<file path="src/rtl/equivalence_comparator_pkg.sv">
// Shared elaboration helpers for the pipelined masked equivalence comparator.
// Sizes the reduction tree from the chunk count and the fan-in.
package equivalence_comparator_pkg;

    // Number of reduction stages needed to fold n entries down to one.
    function automatic int clog2ceil_radix(input int n, input int r);
        int c;
        int s;
        c = n;
        s = 0;
        if (r < 2) return 0;
        while (c > 1) begin
            c = (c + r - 1) / r;
            s++;
        end
        return s;
    endfunction

    function automatic int idx_width(input int n);
        if (n <= 1) return 1;
        return $clog2(n);
    endfunction

    // Entry count left after s reduction stages.
    function automatic int entries_at(input int n, input int r, input int s);
        int c;
        c = n;
        for (int i = 0; i < s; i++) c = (c + r - 1) / r;
        return c;
    endfunction

endpackage

</file>
<file path="src/rtl/equivalence_comparator_pipelined_if.sv">
// Operand/result handshake bundle for the pipelined comparator.
// master drives operands and result-ready; slave is the comparator.
interface equivalence_comparator_if #(
    parameter int WIDTH = 32,
    parameter int IDXW  = 2
);
    logic             i_vld;
    logic             i_rdy;
    logic [WIDTH-1:0] i_a;
    logic [WIDTH-1:0] i_b;
    logic [WIDTH-1:0] i_m;
    logic             o_vld;
    logic             o_rdy;
    logic             o_eq;
    logic [IDXW-1:0]  o_idx;

    modport master (
        output i_vld, i_a, i_b, i_m, o_rdy,
        input  i_rdy, o_vld, o_eq, o_idx
    );

    modport slave (
        input  i_vld, i_a, i_b, i_m, o_rdy,
        output i_rdy, o_vld, o_eq, o_idx
    );
endinterface

</file>
<file path="src/rtl/equivalence_comparator_pipelined_stage.sv">
// One reduction level: folds RADIX-wide groups to the lowest mismatch,
// registered behind a valid bit that advances when downstream can take it.
module equivalence_comparator_stage
    import equivalence_comparator_pkg::*;
#(
    parameter  int NIN   = 4,
    parameter  int RADIX = 2,
    parameter  int IDXW  = 2,
    localparam int EW    = IDXW + 1,
    localparam int NOUT  = (NIN + RADIX - 1) / RADIX
) (
    input  logic             clk,
    input  logic             rst,
    input  logic             up_vld_i,
    input  logic             dn_adv_i,
    output logic             adv_o,
    output logic             vld_o,
    input  logic [NIN*EW-1:0]  data_i,
    output logic [NOUT*EW-1:0] data_o
);
    localparam int PADN = NOUT * RADIX;

    typedef struct packed {
        logic            mis;
        logic [IDXW-1:0] idx;
    } ent_t;

    ent_t [PADN-1:0] pad;
    ent_t [NOUT-1:0] data_d;
    ent_t [NOUT-1:0] data_q;
    logic            vld_q;
    logic            adv;

    // Padding entries of a partial last group read as matching.
    assign pad = (PADN*EW)'(data_i);

    assign adv    = ~vld_q | dn_adv_i;
    assign adv_o  = adv;
    assign vld_o  = vld_q;
    assign data_o = data_q;

    // Scan high to low so the lowest mismatching entry wins.
    always_comb begin
        data_d = '0;
        for (int g = 0; g < NOUT; g++) begin
            for (int j = RADIX - 1; j >= 0; j--) begin
                if (pad[g*RADIX+j].mis) data_d[g] = pad[g*RADIX+j];
            end
        end
    end

    always_ff @(posedge clk) begin
        if (rst) begin
            vld_q  <= 1'b0;
            data_q <= '0;
        end else if (adv) begin
            vld_q  <= up_vld_i;
            data_q <= data_d;
        end
    end
endmodule

</file>
<file path="src/rtl/equivalence_comparator_pipelined.sv">
// Pipelined masked equivalence comparator: per-chunk mismatch flags in
// stage 0, then a RADIX-ary tree locating the lowest mismatching chunk.
module equivalence_comparator_pipelined
    import equivalence_comparator_pkg::*;
#(
    parameter int WIDTH = 32,
    parameter int CHUNK = 8,
    parameter int RADIX = 2
) (
    input logic clk,
    input logic rst,
    equivalence_comparator_if.slave bus
);
    localparam int N    = WIDTH / CHUNK;
    localparam int IDXW = idx_width(N);
    localparam int NS   = clog2ceil_radix(N, RADIX);
    localparam int L    = NS + 1;
    localparam int EW   = IDXW + 1;

    if (CHUNK < 1 || WIDTH < 1 || (WIDTH % CHUNK) != 0 || RADIX < 2) begin : g_bad
        $error("illegal WIDTH/CHUNK/RADIX combination");
    end

    typedef struct packed {
        logic            mis;
        logic [IDXW-1:0] idx;
    } ent_t;

    logic [WIDTH-1:0] diff;
    logic [N-1:0]     mis_d;
    logic [N-1:0]     mis_q;
    logic             v0_q;
    logic             acc;
    ent_t [N-1:0]     s0_ent;
    logic             vld [L];
    logic             adv [L];

    assign diff = (bus.i_a ^ bus.i_b) & bus.i_m;

    always_comb begin
        mis_d = '0;
        for (int k = 0; k < N; k++) mis_d[k] = |diff[k*CHUNK +: CHUNK];
    end

    assign bus.i_rdy = adv[0] & ~rst;
    assign acc       = bus.i_vld & bus.i_rdy;
    assign vld[0]    = v0_q;

    if (L == 1) begin : g_adv0_out
        assign adv[0] = ~v0_q | bus.o_rdy;
    end else begin : g_adv0_mid
        assign adv[0] = ~v0_q | adv[1];
    end

    always_ff @(posedge clk) begin
        if (rst) begin
            v0_q  <= 1'b0;
            mis_q <= '0;
        end else if (adv[0]) begin
            v0_q  <= acc;
            mis_q <= mis_d;
        end
    end

    // Chunk position becomes the index carried up the tree.
    always_comb begin
        s0_ent = '0;
        for (int k = 0; k < N; k++) begin
            s0_ent[k].mis = mis_q[k];
            s0_ent[k].idx = IDXW'(k);
        end
    end

    for (genvar s = 1; s < L; s++) begin : g_stg
        localparam int NIN  = entries_at(N, RADIX, s - 1);
        localparam int NOUT = entries_at(N, RADIX, s);

        logic [NIN*EW-1:0]  d_in;
        logic [NOUT*EW-1:0] d_out;
        logic               dn_adv;

        if (s == 1) begin : g_src0
            assign d_in = s0_ent;
        end else begin : g_srcn
            assign d_in = g_stg[s-1].d_out;
        end

        if (s == L - 1) begin : g_last
            assign dn_adv = bus.o_rdy;
        end else begin : g_mid
            assign dn_adv = adv[s+1];
        end

        equivalence_comparator_stage #(
            .NIN   (NIN),
            .RADIX (RADIX),
            .IDXW  (IDXW)
        ) u_stage (
            .clk      (clk),
            .rst      (rst),
            .up_vld_i (vld[s-1]),
            .dn_adv_i (dn_adv),
            .adv_o    (adv[s]),
            .vld_o    (vld[s]),
            .data_i   (d_in),
            .data_o   (d_out)
        );
    end

    assign bus.o_vld = vld[L-1];

    // o_eq is gated by valid so an idle or reset pipe reports 0.
    if (L == 1) begin : g_out0
        assign bus.o_eq  = v0_q & ~s0_ent[0].mis;
        assign bus.o_idx = '0;
    end else begin : g_outn
        ent_t fin;
        assign fin       = g_stg[L-1].d_out;
        assign bus.o_eq  = vld[L-1] & ~fin.mis;
        assign bus.o_idx = fin.idx;
    end
endmodule

</file>
<file path="src/flat_wrapper.sv">
// flat-port wrapper written by rule: the top's interface ports become plain ports
module equivalence_comparator_pipelined_flat import equivalence_comparator_pkg::*;
#(
    parameter int WIDTH = 32,
    parameter int CHUNK = 8,
    parameter int RADIX = 2
)
  (clk, rst, bus_i_vld, bus_i_a, bus_i_b, bus_i_m, bus_o_rdy, bus_i_rdy, bus_o_vld, bus_o_eq, bus_o_idx);
  equivalence_comparator_if #(.WIDTH(WIDTH), .IDXW(2)) bus_i ();
  input logic clk;
  input logic rst;
  input wire logic [$bits(bus_i.i_vld)-1:0] bus_i_vld;
  input wire logic [$bits(bus_i.i_a)-1:0] bus_i_a;
  input wire logic [$bits(bus_i.i_b)-1:0] bus_i_b;
  input wire logic [$bits(bus_i.i_m)-1:0] bus_i_m;
  input wire logic [$bits(bus_i.o_rdy)-1:0] bus_o_rdy;
  output wire logic [$bits(bus_i.i_rdy)-1:0] bus_i_rdy;
  output wire logic [$bits(bus_i.o_vld)-1:0] bus_o_vld;
  output wire logic [$bits(bus_i.o_eq)-1:0] bus_o_eq;
  output wire logic [$bits(bus_i.o_idx)-1:0] bus_o_idx;
  assign bus_i.i_vld = bus_i_vld;
  assign bus_i.i_a = bus_i_a;
  assign bus_i.i_b = bus_i_b;
  assign bus_i.i_m = bus_i_m;
  assign bus_i.o_rdy = bus_o_rdy;
  assign bus_i_rdy = bus_i.i_rdy;
  assign bus_o_vld = bus_i.o_vld;
  assign bus_o_eq = bus_i.o_eq;
  assign bus_o_idx = bus_i.o_idx;
  equivalence_comparator_pipelined #(.WIDTH(WIDTH), .CHUNK(CHUNK), .RADIX(RADIX)) u_core (.clk(clk), .rst(rst), .bus(bus_i));
endmodule
</file>
<file path="config.mk">
export PLATFORM = sky130hd
export DESIGN_NAME = equivalence_comparator_pipelined_flat
export DESIGN_NICKNAME = d
export VERILOG_FILES = /design/src/rtl/equivalence_comparator_pkg.sv /design/src/rtl/equivalence_comparator_pipelined_if.sv /design/src/rtl/equivalence_comparator_pipelined_stage.sv /design/src/rtl/equivalence_comparator_pipelined.sv /design/src/flat_wrapper.sv
export SDC_FILE = /design/constraint.sdc
export NUM_CORES = 1
export LEC_CHECK = 0
export BUFFER_PORTS_ARGS = -buffer_cell sky130_fd_sc_hd__buf_2
export CAP_MARGIN = 20
export CORE_MARGIN = 2
export CORE_UTILIZATION = 35
export DETAILED_ROUTE_END_ITERATION = 8
export GPL_TIMING_DRIVEN = 0
export PLACE_DENSITY = 0.8
export SLEW_MARGIN = 20
export SYNTH_ARGS = -nofsm -noshare
export SYNTH_HDL_FRONTEND = slang
export SYNTH_SLANG_ARGS = --single-unit
export TNS_END_PERCENT = 30
</file>
<file path="constraint.sdc">
create_clock -name clk -period 1.4 [get_ports clk]
set_input_delay 0.35 -clock clk [delete_from_list [all_inputs] [get_ports clk]]
set_output_delay 0.35 -clock clk [all_outputs]
set_load 0.05 [all_outputs]
</file>
==> impl_metrics.py <==
metrics = {
    "global_route": {
        "grt_pass1_vias": 1058,
        "grt_max_degree": 12,
        "grt_util_all_layers": 0.156,
        "overflow": 0,
        "grt_pass1_wl_um": 4140,
        "antenna_found_initial": 0,
    },
    "route": {
        "firstDrtPassIters": 4,
        "dr.first_iter.drc_count": 19,
        "vias_per_cell": 4.75,
        "ant_nets": 0,
        "wl_per_cell_um": 10.8,
        "vias": 1182,
        "drc": 0,
        "drt_wl_total_um": 2680,
    },
    "yosys": {
        "netlist.area_leader.share": 0.274,
        "synth_area_leader_cell": "dfxtp_1",
        "syn-instance-count": 110,
        "synth_area_um2": 1020,
        "yosys-top-cells-area": "dfxtp_1, xor2_1, a221oi_2",
        "synth.distinct_cells": 20,
        "syn_nets": 210,
        "synth-seq-area-share": 0.274,
        "yosys_register_bits": 14,
        "avgSynthCellArea_um2": 9.29,
        "yosysWarnings": 0,
    },
    "sta": {
        "final_max_slew_viol_count": 0,
        "worst_pin_slew_ns": 0.303,
        "period_share": 1.04,
        "skew_ns": 0.000393,
        "min_period_ns": 1.45,
        "hold_ws_ns": 0.285,
        "max_freq_mhz": 689,
        "worst_slack_ns": -0.0515,
        "setup_viol": 1,
        "hold_viol_final": 0,
        "grt_setup_unrepaired": "yes",
        "max-slew-margin-rel": 0.797,
    },
    "placed_design": {
        "place_area_um2": 1600,
        "portBuffers": 104,
        "gp_congestion": 0.781,
        "hpwl_um": 2430,
        "post-place-ws_ns": -0.146,
    },
    "cts": {
        "hold_buffers": 0,
        "cts_root_buf": "clkbuf_4",
        "worstSkewPairLatency_ns": 0.27,
        "htree_levels": 1,
        "clkTransAtPathRegs_ns": 0.08,
        "cts_buffers": 3,
        "cts_tree": "built",
        "ctsLongestPathBuffers": 2,
        "cts.sinks": 14,
    },
    "pwr": {
        "power_mw": 1.11,
        "p_leak_nw": 0.855,
        "peakVddDrop_uv": 534,
        "pwr_density_cell_nw_per_um2": 678,
    },
    "floorplan": {
        "boundaryPins": 105,
        "rows": 19,
        "die_h_um": 58.0,
        "initial_utilization": 0.371,
        "die_w_um": 58.0,
        "die_area_um2": 3370,
        "core_um2": 2760,
    },
    "worst_setup_path": {
        "worst-setup-path-type": "reg2out",
        "rr_startpoint": "u_core.g_stg[2].u_stage.vld_o$_SDFFE_PP0P_",
        "start_kind": "flip-flop",
        "end_kind": "output pin",
        "rr_worst_depth": 5,
        "worstPathMaxFanout": 5,
        "arrival_ns": 1.10,
        "crit_path_start": "u_core.g_stg[2].u_stage.vld_o$_SDFFE_PP0P_",
        "crit_required_ns": 1.05,
    },
    "finish": {
        "layout_commonest_cell": "buf_2",
        "area_delta_synth_final_pct": 60.6,
        "fin_nets": 319,
        "post-route-util": 0.595,
        "fin_area_um2": 1640,
        "mostFrequentLayoutCells": "buf_2, xor2_1, nor2_1",
        "antenna_cells": 0,
        "drive_gt1_frac": 0.578,
    },
    "flow_run": {
        "maxCapViolCount": 0,
    },
    "status": {
        "violations": "setup timing",
        "status": "finished, violations left",
    },
    "hold_path": {
        "hold_start": "bus_i_vld",
        "hp-class": "in2reg",
        "hold_depth": 3,
    },
}
==> metrics by stage <==
stage / std cells / setup TNS, ns
CTS: 249 / -0.0708
floorplan: 110 / 0
global placement: 245 / -0.147
finish: 249 / -0.0515
detailed placement: 245 / -0.146
global route: 249 / -0.107
==> per-layer routing <==
| metal | global-route usage | share of wire | vias to the layer above |
|---|---|---|---|
| li1 | - | - | 612 |
| met1 | 0.160 | 0.35 | 513 |
| met2 | 0.307 | 0.56 | 53 |
| met3 | 0.0357 | 0.077 | 4 |
| met4 | 0.0498 | 0.0093 | 0 |
| met5 | 0 | 0 | - |
==> worst paths after layout <==
kind	endpoint	slack, ns
worst max-delay path	bus_i_rdy	-0.05
worst min-delay path	u_core.v0_q$_SDFFE_PP0P_	0.28
worst max register to register	u_core.mis_q[2]$_SDFFE_PP0P_	0.20
worst min register to register	u_core.g_stg[2].u_stage.data_o[1]$_SDFFE_PP0P_	0.45
==> cells in the mapped netlist <==
cell / n
nor2_1: 15
xor2_1: 32
clkbuf_1: 1
a21oi_1: 7
buf_4: 2
nor2b_1: 3
nor3b_1: 1
nand2b_1: 1
buf_6: 1
a221oi_1: 1
and3b_4: 1
dfxtp_1: 14
o21bai_1: 4
nor3_1: 3
a22o_1: 8
nand2_2: 1
nor3b_2: 1
a221oi_2: 8
a31oi_1: 4
nand2_1: 2
==> critical path, stage by stage (launching register included) <==
cell     delay [ns]
dfxtp_4        0.36
and3b_4        0.19
a21oi_4        0.12
buf_6          0.17
==> what timing repair did <==
item,CTS,global route
endpoints found under the hold margin,0,0
resized for setup,2,3
endpoints found under the setup margin,1,2
gates cloned,0,0
buffers inserted,1,0
==> kinds of logic after synthesis <==
family                 count (synthesis)  synth area share
XOR/XNOR                              32             0.274
buffers and inverters                  4            0.0294
flip-flops                            14             0.274
AND/OR/NAND/NOR                       28             0.140
AO/OA/AOI/OAI                         32             0.283
==> flip-flops by register name, indices dropped and copies added (netlist names) <==
name                         flops
u_core.v0_q                      1
u_core.mis_q                     4
u_core.g_stg.u_stage.vld_o       2
u_core.g_stg.u_stage.data_o      7
==> area by class of cell <==
type | count | area [um2]
buffer | 3 | 20.0
clock buffer | 4 | 36.3
fill | 262 | 1120
tap | 31 | 38.8
multi-input combinational | 92 | 726
sequential | 14 | 284
timing repair buffer | 105 | 537
==> power breakdown <==
group          leakage [nW]  switching [mW]  total [mW]  internal [mW]
sequential            0.117          0.0220       0.448          0.426
clock                0.0210           0.122       0.280          0.158
combinational         0.717           0.166       0.386          0.220
Power figures use the tool's default switching activity.
